### src/rtl/adc_sample_scheduler.sv
// Paces mcp3002 conversions at SAMPLE_RATE, captures each 10-bit result into a FWFT FIFO
// and keeps saturating counts of lost samples and abandoned conversions.
module adc_sample_scheduler #(
   parameter int unsigned CLK_FREQ       = 27_000_000,
   parameter int unsigned SAMPLE_RATE    = 20_000,
   parameter int unsigned FIFO_DEPTH     = 8,
   parameter int unsigned TIMEOUT_CYCLES = 1024
) (
   input  logic                             clk,
   input  logic                             rst_n,
   input  logic                             run,
   output logic                             adc_enable,
   input  logic [9:0]                       adc_data,
   input  logic                             adc_available,
   output logic                             adc_clear_available,
   output logic [9:0]                       sample_data,
   output logic                             sample_valid,
   input  logic                             sample_ready,
   output logic [$clog2(FIFO_DEPTH+1)-1:0]  fifo_level,
   output logic [7:0]                       drop_count,
   output logic [7:0]                       timeout_count,
   output logic                             busy
);

   localparam int unsigned TICK_DIV = CLK_FREQ / SAMPLE_RATE;
   localparam int unsigned TW = (TICK_DIV > 1) ? $clog2(TICK_DIV) : 1;
   localparam int unsigned OW = (TIMEOUT_CYCLES > 1) ? $clog2(TIMEOUT_CYCLES) : 1;
   localparam int unsigned PW = $clog2(FIFO_DEPTH);
   localparam int unsigned LW = $clog2(FIFO_DEPTH + 1);
   localparam logic [TW-1:0] TICK_LAST  = TW'(TICK_DIV - 1);
   localparam logic [OW-1:0] TO_LAST    = OW'(TIMEOUT_CYCLES - 1);
   localparam logic [LW-1:0] LEVEL_FULL = LW'(FIFO_DEPTH);

   typedef enum logic [2:0] {StIdle, StWaitTick, StConvert, StCapture, StClear} state_e;

   state_e        state_q, state_d;
   logic [TW-1:0] tick_cnt_q, tick_cnt_d;
   logic [OW-1:0] to_cnt_q, to_cnt_d;
   logic          enable_q, enable_d;
   logic          clear_q, clear_d;
   logic [9:0]    sample_q, sample_d;
   logic [7:0]    drop_q, drop_d;
   logic [7:0]    timeout_q, timeout_d;
   logic [PW-1:0] wr_ptr_q, rd_ptr_q;
   logic [LW-1:0] level_q, level_d;
   logic [9:0]    mem_q [FIFO_DEPTH];

   logic       tick, tick_drop, push, push_drop, timeout_inc;
   logic       full, empty, do_push, do_pop;
   logic [1:0] drop_inc;
   logic [8:0] drop_sum;

   // The divider starts one cycle after run rises (once the FSM has left IDLE), so the
   // first tick lands TICK_DIV cycles after run and adc_enable follows one cycle later.
   always_comb begin
      tick       = 1'b0;
      tick_cnt_d = tick_cnt_q;
      if (!run) begin
         tick_cnt_d = '0;
      end else if (state_q != StIdle) begin
         tick       = (tick_cnt_q == TICK_LAST);
         tick_cnt_d = tick ? '0 : tick_cnt_q + TW'(1);
      end
   end

   always_comb begin
      state_d     = state_q;
      enable_d    = enable_q;
      clear_d     = 1'b0;
      to_cnt_d    = to_cnt_q;
      sample_d    = sample_q;
      push        = 1'b0;
      timeout_inc = 1'b0;
      unique case (state_q)
         StIdle: begin
            if (run) state_d = StWaitTick;
         end
         StWaitTick: begin
            if (!run) begin
               state_d = StIdle;
            end else if (tick) begin
               state_d  = StConvert;
               enable_d = 1'b1;
               to_cnt_d = '0;
            end
         end
         StConvert: begin
            to_cnt_d = to_cnt_q + OW'(1);
            if (adc_available) begin
               sample_d = adc_data;
               enable_d = 1'b0;
               state_d  = StCapture;
            end else if (to_cnt_q == TO_LAST) begin
               enable_d    = 1'b0;
               timeout_inc = 1'b1;
               clear_d     = 1'b1;
               state_d     = StClear;
            end
         end
         StCapture: begin
            push    = 1'b1;
            clear_d = 1'b1;
            state_d = StClear;
         end
         StClear: begin
            state_d = run ? StWaitTick : StIdle;
         end
         default: state_d = StIdle;
      endcase
   end

   // Full is judged on pre-pop occupancy, so a push into a full FIFO is refused even if
   // the head leaves in the same cycle.
   assign full      = (level_q == LEVEL_FULL);
   assign empty     = (level_q == '0);
   assign do_push   = push && !full;
   assign do_pop    = sample_ready && !empty;
   assign push_drop = push && full;
   assign tick_drop = tick && (state_q inside {StConvert, StCapture, StClear});

   always_comb begin
      level_d = level_q;
      unique case ({do_push, do_pop})
         2'b10:   level_d = level_q + LW'(1);
         2'b01:   level_d = level_q - LW'(1);
         default: level_d = level_q;
      endcase
   end

   assign drop_inc  = {1'b0, tick_drop} + {1'b0, push_drop};
   assign drop_sum  = {1'b0, drop_q} + {7'b0, drop_inc};
   assign drop_d    = drop_sum[8] ? 8'hFF : drop_sum[7:0];
   assign timeout_d = (timeout_inc && timeout_q != 8'hFF) ? timeout_q + 8'd1 : timeout_q;

   always_ff @(posedge clk or negedge rst_n) begin
      if (!rst_n) begin
         state_q    <= StIdle;
         tick_cnt_q <= '0;
         to_cnt_q   <= '0;
         enable_q   <= 1'b0;
         clear_q    <= 1'b0;
         sample_q   <= '0;
         drop_q     <= '0;
         timeout_q  <= '0;
         wr_ptr_q   <= '0;
         rd_ptr_q   <= '0;
         level_q    <= '0;
      end else begin
         state_q    <= state_d;
         tick_cnt_q <= tick_cnt_d;
         to_cnt_q   <= to_cnt_d;
         enable_q   <= enable_d;
         clear_q    <= clear_d;
         sample_q   <= sample_d;
         drop_q     <= drop_d;
         timeout_q  <= timeout_d;
         level_q    <= level_d;
         if (do_push) wr_ptr_q <= wr_ptr_q + PW'(1);
         if (do_pop)  rd_ptr_q <= rd_ptr_q + PW'(1);
      end
   end

   always_ff @(posedge clk) begin
      if (do_push) mem_q[wr_ptr_q] <= sample_q;
   end

   assign adc_enable          = enable_q;
   assign adc_clear_available = clear_q;
   assign sample_valid        = !empty;
   assign sample_data         = empty ? 10'd0 : mem_q[rd_ptr_q];
   assign fifo_level          = level_q;
   assign drop_count          = drop_q;
   assign timeout_count       = timeout_q;
   assign busy                = (state_q != StIdle);

endmodule
### config.mk
export PLATFORM = sky130hd
export DESIGN_NAME = adc_sample_scheduler
export DESIGN_NICKNAME = d
export VERILOG_FILES = /design/src/rtl/adc_sample_scheduler.sv
export SDC_FILE = /design/constraint.sdc
export NUM_CORES = 1
export LEC_CHECK = 0
export CELL_PAD_IN_SITES_DETAIL_PLACEMENT = 1
export CELL_PAD_IN_SITES_GLOBAL_PLACEMENT = 2
export CORE_ASPECT_RATIO = 1.2
export CORE_MARGIN = 2
export CORE_UTILIZATION = 42
export CTS_CLUSTER_SIZE = 20
export DETAILED_ROUTE_END_ITERATION = 12
export PLACE_DENSITY = 0.88
export SLEW_MARGIN = 30
export SYNTH_ARGS = -nofsm -noshare
export SYNTH_HDL_FRONTEND = slang
export SYNTH_SLANG_ARGS = --single-unit
### constraint.sdc
create_clock -name clk -period 3.4 [get_ports clk]
set_input_delay 0.34 -clock clk [delete_from_list [all_inputs] [get_ports clk]]
set_output_delay 0.34 -clock clk [all_outputs]
set_load 0.02 [all_outputs]
* After elaboration in Yosys (flattened, before gate mapping)
Memories as Yosys holds them, arrays and structs flattened. Cells that the tools add are included.
Storage, ports and cells: register bits after elaboration 62, bits in latches 0, memory bits (writable) 80, ROM bits 0, bits of input ports 15, output and inout port bits 34, word-level logic and storage cells 84, memories kept 1
Memory list:
- mem_q | words 8, bits a word 10, rd ports 1, clocked after memory_dff 0, wr ports 1, line 46 | logic [9:0] mem_q [FIFO_DEPTH];
Cells by class: add/sub/neg operators 9, multiply operators 0, divide/modulo/power cells 0, magnitude comparators 0, equal/unequal tests 16, shift operators 0, muxes and demuxes 30, bitwise operators 0, reductions and logical operators 17
Operators by type and width (number):
- $mux W11 | 3
- $mux W10 | 3
- $pmux W10 S2 | 1
- $mux W3 | 5
- $pmux W3 S5 | 1
- $mux W1 | 13
- $add A11 B1 Y11 const B | 1
- $eq A11 B11 Y1 const B | 1
- $add A10 B1 Y10 const B | 1
- $eq A10 B10 Y1 const B | 1
- $add A8 B2 Y9 | 1
- $add A8 B1 Y8 const B | 1
- $mux W8 | 1
- $ne A8 B8 Y1 const B | 1
- $pmux W4 S2 | 1
- $add A3 B1 Y3 const B | 2
- $eq A3 B2 Y1 const B | 2
- $ne A2 B2 Y1 const B | 3
- $ne A3 B3 Y1 const B | 2
- $reduce_and A3 Y1 | 2
- $reduce_bool A3 Y1 | 2
- $logic_and A1 B1 Y1 | 5
- $add A4 B1 Y4 const B | 1
- $eq A4 B4 Y1 const B | 1
- 14 further kinds | 17

* Logic depth before layout (Yosys ltp)
Gate-level depths: netlist (run 1).
word-level depth 7, depth in mapped cells 12

* Worst setup path after synthesis (run 1)
No wires, ideal clock.
path kind register to register, start register state_q[2], end memory mem_q[0][0] (enable), arrival 2.275 ns, path slack 0.722 ns, stages on the path, launching flop included 7, path buffers 1, period minus slack after synthesis 2.678 ns, cell sequence dfrtp_1 -> buf_2 -> nor2b_1 -> nand2_1 -> a21oi_1 -> clkinv_1 -> nor4_1
Between the ends: word-level cells in the longest chain between the ends 5
RTL lines:
- start, declared | line 36 | state_e state_q, state_d;
- start signal, assigned | line 137 | state_q <= StIdle;
- start signal, assigned | line 149 | state_q <= state_d;
- $eq A3 B2 Y1 | line 74 | unique case (state_q)
- $mux W1 | line 74
- $logic_and A1 B1 Y1 | line 116 | assign do_push = push && !full;
- $mux W1 | line 164 | if (do_push) mem_q[wr_ptr_q] <= sample_q;
- $mux W1 (implied by the code) | line 164
- end, declared | line 46
Every way passes these cells.

* Final worst setup path (run 1)
start register state_q[1], end register level_q[3] (netlist: fifo_level[3])
Between the ends: word-level cells in the longest chain between the ends 5, elaborated cells on any way between the ends 7
RTL lines:
- $eq A3 B2 Y1 (*) | line 74
- $mux W1 (*) | line 74
- $logic_and A1 B1 Y1 (*) | line 116
- $eq A2 B1 Y1 or $eq A2 B2 Y1 (tied branches) | line 123 | unique case ({do_push, do_pop})
- $pmux W4 S2 or $reduce_bool A2 Y1 (tied branches)
- end signal, assigned | line 157 | level_q <= level_d;
- end, declared | line 45 | logic [LW-1:0] level_q, level_d;
Mark *: on every way between the ends. The rest lies on a longest branch, timed or not. A chain may end at the register's enable or synchronous reset.

==> flow_metrics.env, run 1 <==
export IMPL_grt_overflow_total=0
export IMPL_io_buffers=48
export IMPL_drive_gt1_frac=0.175
export IMPL_fillers=1424
export IMPL_wl_per_cell_um=19.8
export IMPL_synth_warning_count=0
export IMPL_finalClockSkew_ps=15.1
export IMPL_yosys_cell_types_count=50
export IMPL_sw_frac_of_total=0.285
export IMPL_route_detailed_drc=0
export IMPL_power_frac_comb=0.246
export IMPL_worst_pin_slew_ps=756
export IMPL_switchingPower_mw=1.45
export IMPL_hold_viol=0
export IMPL_ir_worst_vdd_v=0.000338
export IMPL_yosys_register_bits=142
export IMPL_cts_tree="done"
export IMPL_ios=49
export IMPL_die_h_um=136
export IMPL_grt_pass1_vias=4028
export IMPL_synthCells=410
export IMPL_finalSetupTns_ps=0
export IMPL_clk_pin_slew_ps=60
export IMPL_slew_violations=0
export IMPL_cts_made_buffers=17
export IMPL_yosysSeqAreaShare=0.651
export IMPL_netlist_area_um2=6080
export IMPL_min_path_type="input port to asynchronous set/reset pin"
export IMPL_grt_pass1_wl_mm=21.6
export IMPL_p_int_mw=3.63
export IMPL_dp_cells=633
export IMPL_wl_met2_mm=7.20
export IMPL_dr_wl_met3_um=460
export IMPL_core_um2=14300
export IMPL_grt_antenna_before_repair=0
export IMPL_synth_edff_count=80
export IMPL_die_w_um=114
export IMPL_critical_path_class="register to register"
export IMPL_max_cap_violations=0
export IMPL_synth_largest_area_cell="edfxtp_1"
export IMPL_area_delta_synth_final_pct=21.3
export IMPL_final_setup_viol_count=0
export IMPL_cp_end_kind="register"
export IMPL_top_layer_used="met4"
export IMPL_layout_commonest_cell="edfxtp_1"
export IMPL_synthArstFlopShare=0.437
export IMPL_required_ps=3710
export IMPL_yosysTopAreaCellShare=0.395
export IMPL_drt_iter0_markers=233
export IMPL_antennaDiodeCount=0
export IMPL_ctsHtreeMaxLevel=4
export IMPL_clkSinkCount=142
export IMPL_ys_top_cells_by_area="edfxtp_1 40%, dfrtp_1 26%, mux4_2 7.4%, xnor2_1 2.5%, mux2_2 2.2%"
export IMPL_reg2reg_slack_ps=470
export IMPL_critPathLaunchType="register"
export IMPL_dr_pass1_iters=4
export IMPL_worstPathArrival_ps=3230
export IMPL_antenna_left=0
export IMPL_post_dp_hpwl_mm=8.87
export IMPL_critPathMaxFanout=9
export IMPL_row_count=48
export IMPL_postSynthAreaPerCell_um2=14.8
export IMPL_dieArea_um2=15400
export IMPL_fin_nets=504
export IMPL_wirelength_mm=13.2
export IMPL_initial_core_util=0.425
export IMPL_grt_max_degree=39
export IMPL_max_slew_margin=0.496
export IMPL_routed_via_density=5.43
export IMPL_syn_nets=436
export IMPL_status="completed"
export IMPL_finalCritPeriodShare=0.861
export IMPL_ys_flop_type="edfxtp_1"
export IMPL_fmax_mhz=342
export IMPL_rsz0062_at_grt="no"
export IMPL_powerDensity_nw_per_um2=689
export IMPL_root_buffer="clkbuf_16"
export IMPL_clock_path_buffers=2
export IMPL_place_gp_congestion=0.735
export IMPL_vias=3618
export IMPL_track_usage=0.189
export IMPL_clock_latency_ps=430
export IMPL_final_cells=666
export IMPL_clockPowerShare=0.346
export IMPL_fin_crit_ps=2930
export IMPL_drt_met1_wl_mm=5.32
export IMPL_p_leak_nw=2.84
export IMPL_final_cell_mix="80 x edfxtp_1, 62 x dfrtp_1, 47 x clkdlybuf4s50_1, 32 x nor2_1, 28 x nand2_1"
export IMPL_seqPwrFrac=0.408
==> cell families after synthesis <==
logic type / Yosys count / share of synthesized area
AOI/OAI and AO/OA: 43 / 0.0467
xor gates and xnor gates: 26 / 0.0375
adders and majority gates: 11 / 0.0251
buffers and inverters: 22 / 0.0187
DFF: 142 / 0.651
muxes: 43 / 0.114
and+or+nand+nor: 123 / 0.107
==> area by class of cell <==
type	count	area [um2]	share of cell area
Clock inverter	13	123	0.0166
Inverter	9	33.8	0.00458
Sequential cell	142	3950	0.537
Tap cell	175	219	0.0297
Clock buffer	19	433	0.0588
Timing Repair Buffer	62	586	0.0795
Multi-Input combinational cell	246	2020	0.274
==> cell usage after synthesis (all sizes together) (10+ instances only) <==
cell     n
dfrtp   62
a21oi   12
nor2    32
edfxtp  80
nand2   28
mux4    20
mux2    12
nand3   11
xnor2   17
mux2i   11
nand4   10
o21ai   17
==> power by group through the flow <==
stage	Clock (mW)	Combinational, mW	Sequential [mW]
4_1_cts	1.80	1.27	2.07
5_1_grt	1.87	1.36	2.09
3_5_place_dp	0	1.25	2.11
6_report	1.76	1.25	2.07
2_1_floorplan	0	0.803	2.07
3_3_place_gp	0	1.22	2.09
==> final timing paths <==
kind,startpoint,end,cells after the start
worst min-delay path,rst_n,timeout_count[0],2
max in group asynchronous,rst_n,sample_q[6],3
worst max register to register,state_q[1],fifo_level[3],11
worst max-delay path,state_q[1],fifo_level[3],11
min in group clk,timeout_count[5],timeout_count[5],1
worst min register to register,timeout_count[5],timeout_count[5],1
==> stage by stage <==
| stage | cell area (um2) | utilization | setup WS [ps] | power (mW) | hold slack [ps] |
|---|---|---|---|---|---|
| 6_report | 7370 | 0.515 | 473 | 5.08 | 431 |
| 5_1_grt | 7370 | 0.515 | 218 | 5.32 | 473 |
| 4_1_cts | 7360 | 0.515 | 443 | 5.14 | 61.9 |
| 3_5_place_dp | 6800 | 0.476 | 485 | 3.36 | 490 |
| 3_3_place_gp | 6800 | 0.476 | 678 | 3.31 | 487 |
| 2_1_floorplan | 6080 | - | 722 | 2.88 | 44.4 |
==> flip-flops by register name, indices dropped and copies added, names as in the netlist <==
signal and flops:
timeout_count 8, drop_count 8, adc_clear_available 1, fifo_level 4, state_q 3, rd_ptr_q 3, to_cnt_q 10, tick_cnt_q 11
adc_enable 1, mem_q 80, sample_q 10, wr_ptr_q 3
==> what timing repair did <==
| item | in CTS | in global routing |
|---|---|---|
| gates resized for setup | 0 | 0 |
| hold buffers | 0 | 1 |
| endpoints found under the setup margin | 0 | 0 |
| buffers inserted | 0 | 0 |
| hold endpoints to repair | 0 | 37 |
==> layer usage <==
metal,GRT usage,vias to the layer above
li1,-,1666
met1,0.217,1872
met2,0.336,66
met3,0.0501,14
met4,0.0732,0
met5,0,-
==> critical path, stage by stage (launching register included) <==
cell and delay [ps]:
dfrtp_1 490, nor2b_1 330, nand2_1 120, a21oi_1 290, clkinv_1 280, ha_1 320, ha_1 290, a21o_1 180
a21oi_1 170, xnor2_1 140, nor2_1 70, xor2_1 140
Note: power is estimated with default switching activity, not from simulation.
==> inputs of run 2 (changes only) <==
--- a/config.mk
+++ b/config.mk
@@ -8,10 +8,10 @@
 export CELL_PAD_IN_SITES_DETAIL_PLACEMENT = 1
 export CELL_PAD_IN_SITES_GLOBAL_PLACEMENT = 2
 export CORE_ASPECT_RATIO = 1.2
-export CORE_MARGIN = 2
 export CORE_UTILIZATION = 42
 export CTS_CLUSTER_SIZE = 20
 export DETAILED_ROUTE_END_ITERATION = 12
+export GPL_TIMING_DRIVEN = 0
 export PLACE_DENSITY = 0.88
 export SLEW_MARGIN = 30
 export SYNTH_ARGS = -nofsm -noshare
==> run 2 against run 1 <==
- the run now ends with DRC left
- cell count grew 0.45%
- worst hold slack worse by 75 ps
- sequential power hardly changed
- critical path type unchanged
- largest cell class unchanged
==> flow_metrics.env, run 2 (same netlist as run 1, synthesis figures left out) <==
export IMPL_status="finished, violations left"
export IMPL_violations="DRC"
export IMPL_finalSetupTns_ps=0
export IMPL_cts_tree="done"
export IMPL_max_cap_violations=0
export IMPL_placed_area_um2=6870
export IMPL_die_w_um=112
export IMPL_ir_worst_vdd_v=0.000316
export IMPL_fin_nets=511
export IMPL_final_area_um2=7430
export IMPL_row_count=47
export IMPL_drive_gt1_frac=0.191
export IMPL_critical_path_class="register to register"
export IMPL_min_path_type="input port to asynchronous set/reset pin"
export IMPL_antenna_left=0
export IMPL_ios=49
export IMPL_core_um2=13900
export IMPL_r2r_start="state_q[2]"
export IMPL_clock_latency_ps=420
export IMPL_largest_register_ffs=80
export IMPL_fin_crit_ps=3120
export IMPL_worst_pin_slew_ps=897
export IMPL_grt_antenna_before_repair=0
export IMPL_die_h_um=134
export IMPL_grt_overflow_total=0
export IMPL_root_buffer="clkbuf_16"
export IMPL_crit_chain="buf_2 > nor2b_1 > nand2_1 > a21oi_1 > clkinv_1 > ha_1 > ha_1 > a21o_1 > a21oi_1 > xnor2_1 > nor2_1 > xor2_1"
export IMPL_critPathLaunchType="register"
export IMPL_area_delta_synth_final_pct=22.2
export IMPL_final_setup_viol_count=0
export IMPL_powerDensity_nw_per_um2=678
export IMPL_worst_slack_ps=284
export IMPL_slew_violations=0
export IMPL_cp_end_kind="register"
export IMPL_clock_path_buffers=2
export IMPL_hold_viol=0
export IMPL_reg2reg_slack_ps=280
export IMPL_cts_resized=0
export IMPL_required_ps=3700
export IMPL_max_slew_margin=0.402
export IMPL_post_dp_hpwl_mm=9.23
export IMPL_route_detailed_drc=5
export IMPL_wl_per_cell_um=20.3
export IMPL_wirelength_mm=13.5
export IMPL_ctsHtreeMaxLevel=4
export IMPL_largest_registers="mem_q (80), tick_cnt_q (11)"
export IMPL_io_buffers=48
export IMPL_slowest_stage="dfrtp_1"
export IMPL_grt_pass1_wl_mm=21.6
export IMPL_path_delay_family="compound AO/OA/AOI/OAI gates"
export IMPL_track_usage=0.196
export IMPL_vias=3693
export IMPL_r2r_cells=12
export IMPL_layout_commonest_cell="edfxtp_1"
export IMPL_whs_ps=356
export IMPL_clk_pin_slew_ps=60
export IMPL_crit_buf_inv=2
export IMPL_routed_via_density=5.52
export IMPL_rsz0062_at_grt="no"
export IMPL_post_route_util=0.533
export IMPL_r2r_end="fifo_level[3]"
export IMPL_critPathMaxFanout=8
export IMPL_initial_core_util=0.436
export IMPL_clkSinkCount=142
export IMPL_cts_made_buffers=17
export IMPL_drt_iter0_markers=187
export IMPL_fmax_mhz=321
export IMPL_final_cell_mix="80 x edfxtp_1, 62 x dfrtp_1, 47 x clkdlybuf4s50_1, 29 x nor2_1, 28 x nand2_1"
export IMPL_dieArea_um2=15000
export IMPL_p_leak_nw=2.85
export IMPL_fin_total_pwr_mw=5.03
export IMPL_worstPathArrival_ps=3410
export IMPL_dr_pass1_iters=8
export IMPL_finalClockSkew_ps=11.4
export IMPL_regMostFlops="mem_q"
export IMPL_max_stage_delay_ps=350
export IMPL_fillers=1368
export IMPL_grt_pass1_vias=3997
export IMPL_place_gp_congestion=0.726
export IMPL_final_cells=669
export IMPL_grt_max_degree=44
export IMPL_dp_cells=636
export IMPL_post_place_ws_ps=281
export IMPL_finalCritPeriodShare=0.916
export IMPL_antennaDiodeCount=0
[run 2: changes by cell type in the layout (fill, tap and decap cells not counted), moves of 2 or more]
cell / before / now
buf_4: 14 / 5
clkinv_4: 0 / 8
clkinv_2: 7 / 0
buf_2: 0 / 6
buf_6: 0 / 4
nor3_1: 6 / 2
nor3_2: 1 / 5
clkbuf_1: 2 / 5
nor2_1: 32 / 29
nor2_2: 0 / 3
bufinv_16: 2 / 0
[run 2: power by group]
part | switching (mW) | internal [mW] | total (mW)
Clock | 0.749 | 0.938 | 1.69
Sequential | 0.119 | 1.92 | 2.04
Combinational | 0.664 | 0.641 | 1.30
[run 2: cell type report]
class	count	area, um2	share of cell area
Clock inverter	15	118	0.0158
Multi-Input combinational cell	246	2040	0.275
Timing Repair Buffer	56	559	0.0753
Clock buffer	17	425	0.0573
Tap cell	171	214	0.0288
Buffer	13	80.1	0.0108
Sequential cell	142	3950	0.532
Inverter	9	33.8	0.00455
[run 2: per-layer routing]
metal / up-vias / GRT usage / share of wire
li1: 1688 / - / -
met1: 1922 / 0.230 / 0.41
met2: 72 / 0.353 / 0.54
met3: 11 / 0.0441 / 0.039
met4: 0 / 0.0683 / 0.0098
met5: - / 0 / 0
[run 2: how the worst max path moves through the flow]
stage	slack, ps	startpoint	cells after the start	to
2_1_floorplan	720	state_q[2]	6	mem_q[0][0]
3_3_place_gp	-370	state_q[2]	6	mem_q[0][6]
3_5_place_dp	280	state_q[2]	12	fifo_level[3]
4_1_cts	250	rd_ptr_q[1]	5	sample_data[1]
5_1_grt	50	state_q[2]	12	fifo_level[3]
6_report	280	state_q[2]	12	fifo_level[3]
[run 2: repair_timing]
item                                   4_1_cts  5_1_grt
endpoints found under the hold margin       19        0
setup endpoints to repair                    0        0
hold buffers                                 1        0
buffers inserted                             0        0
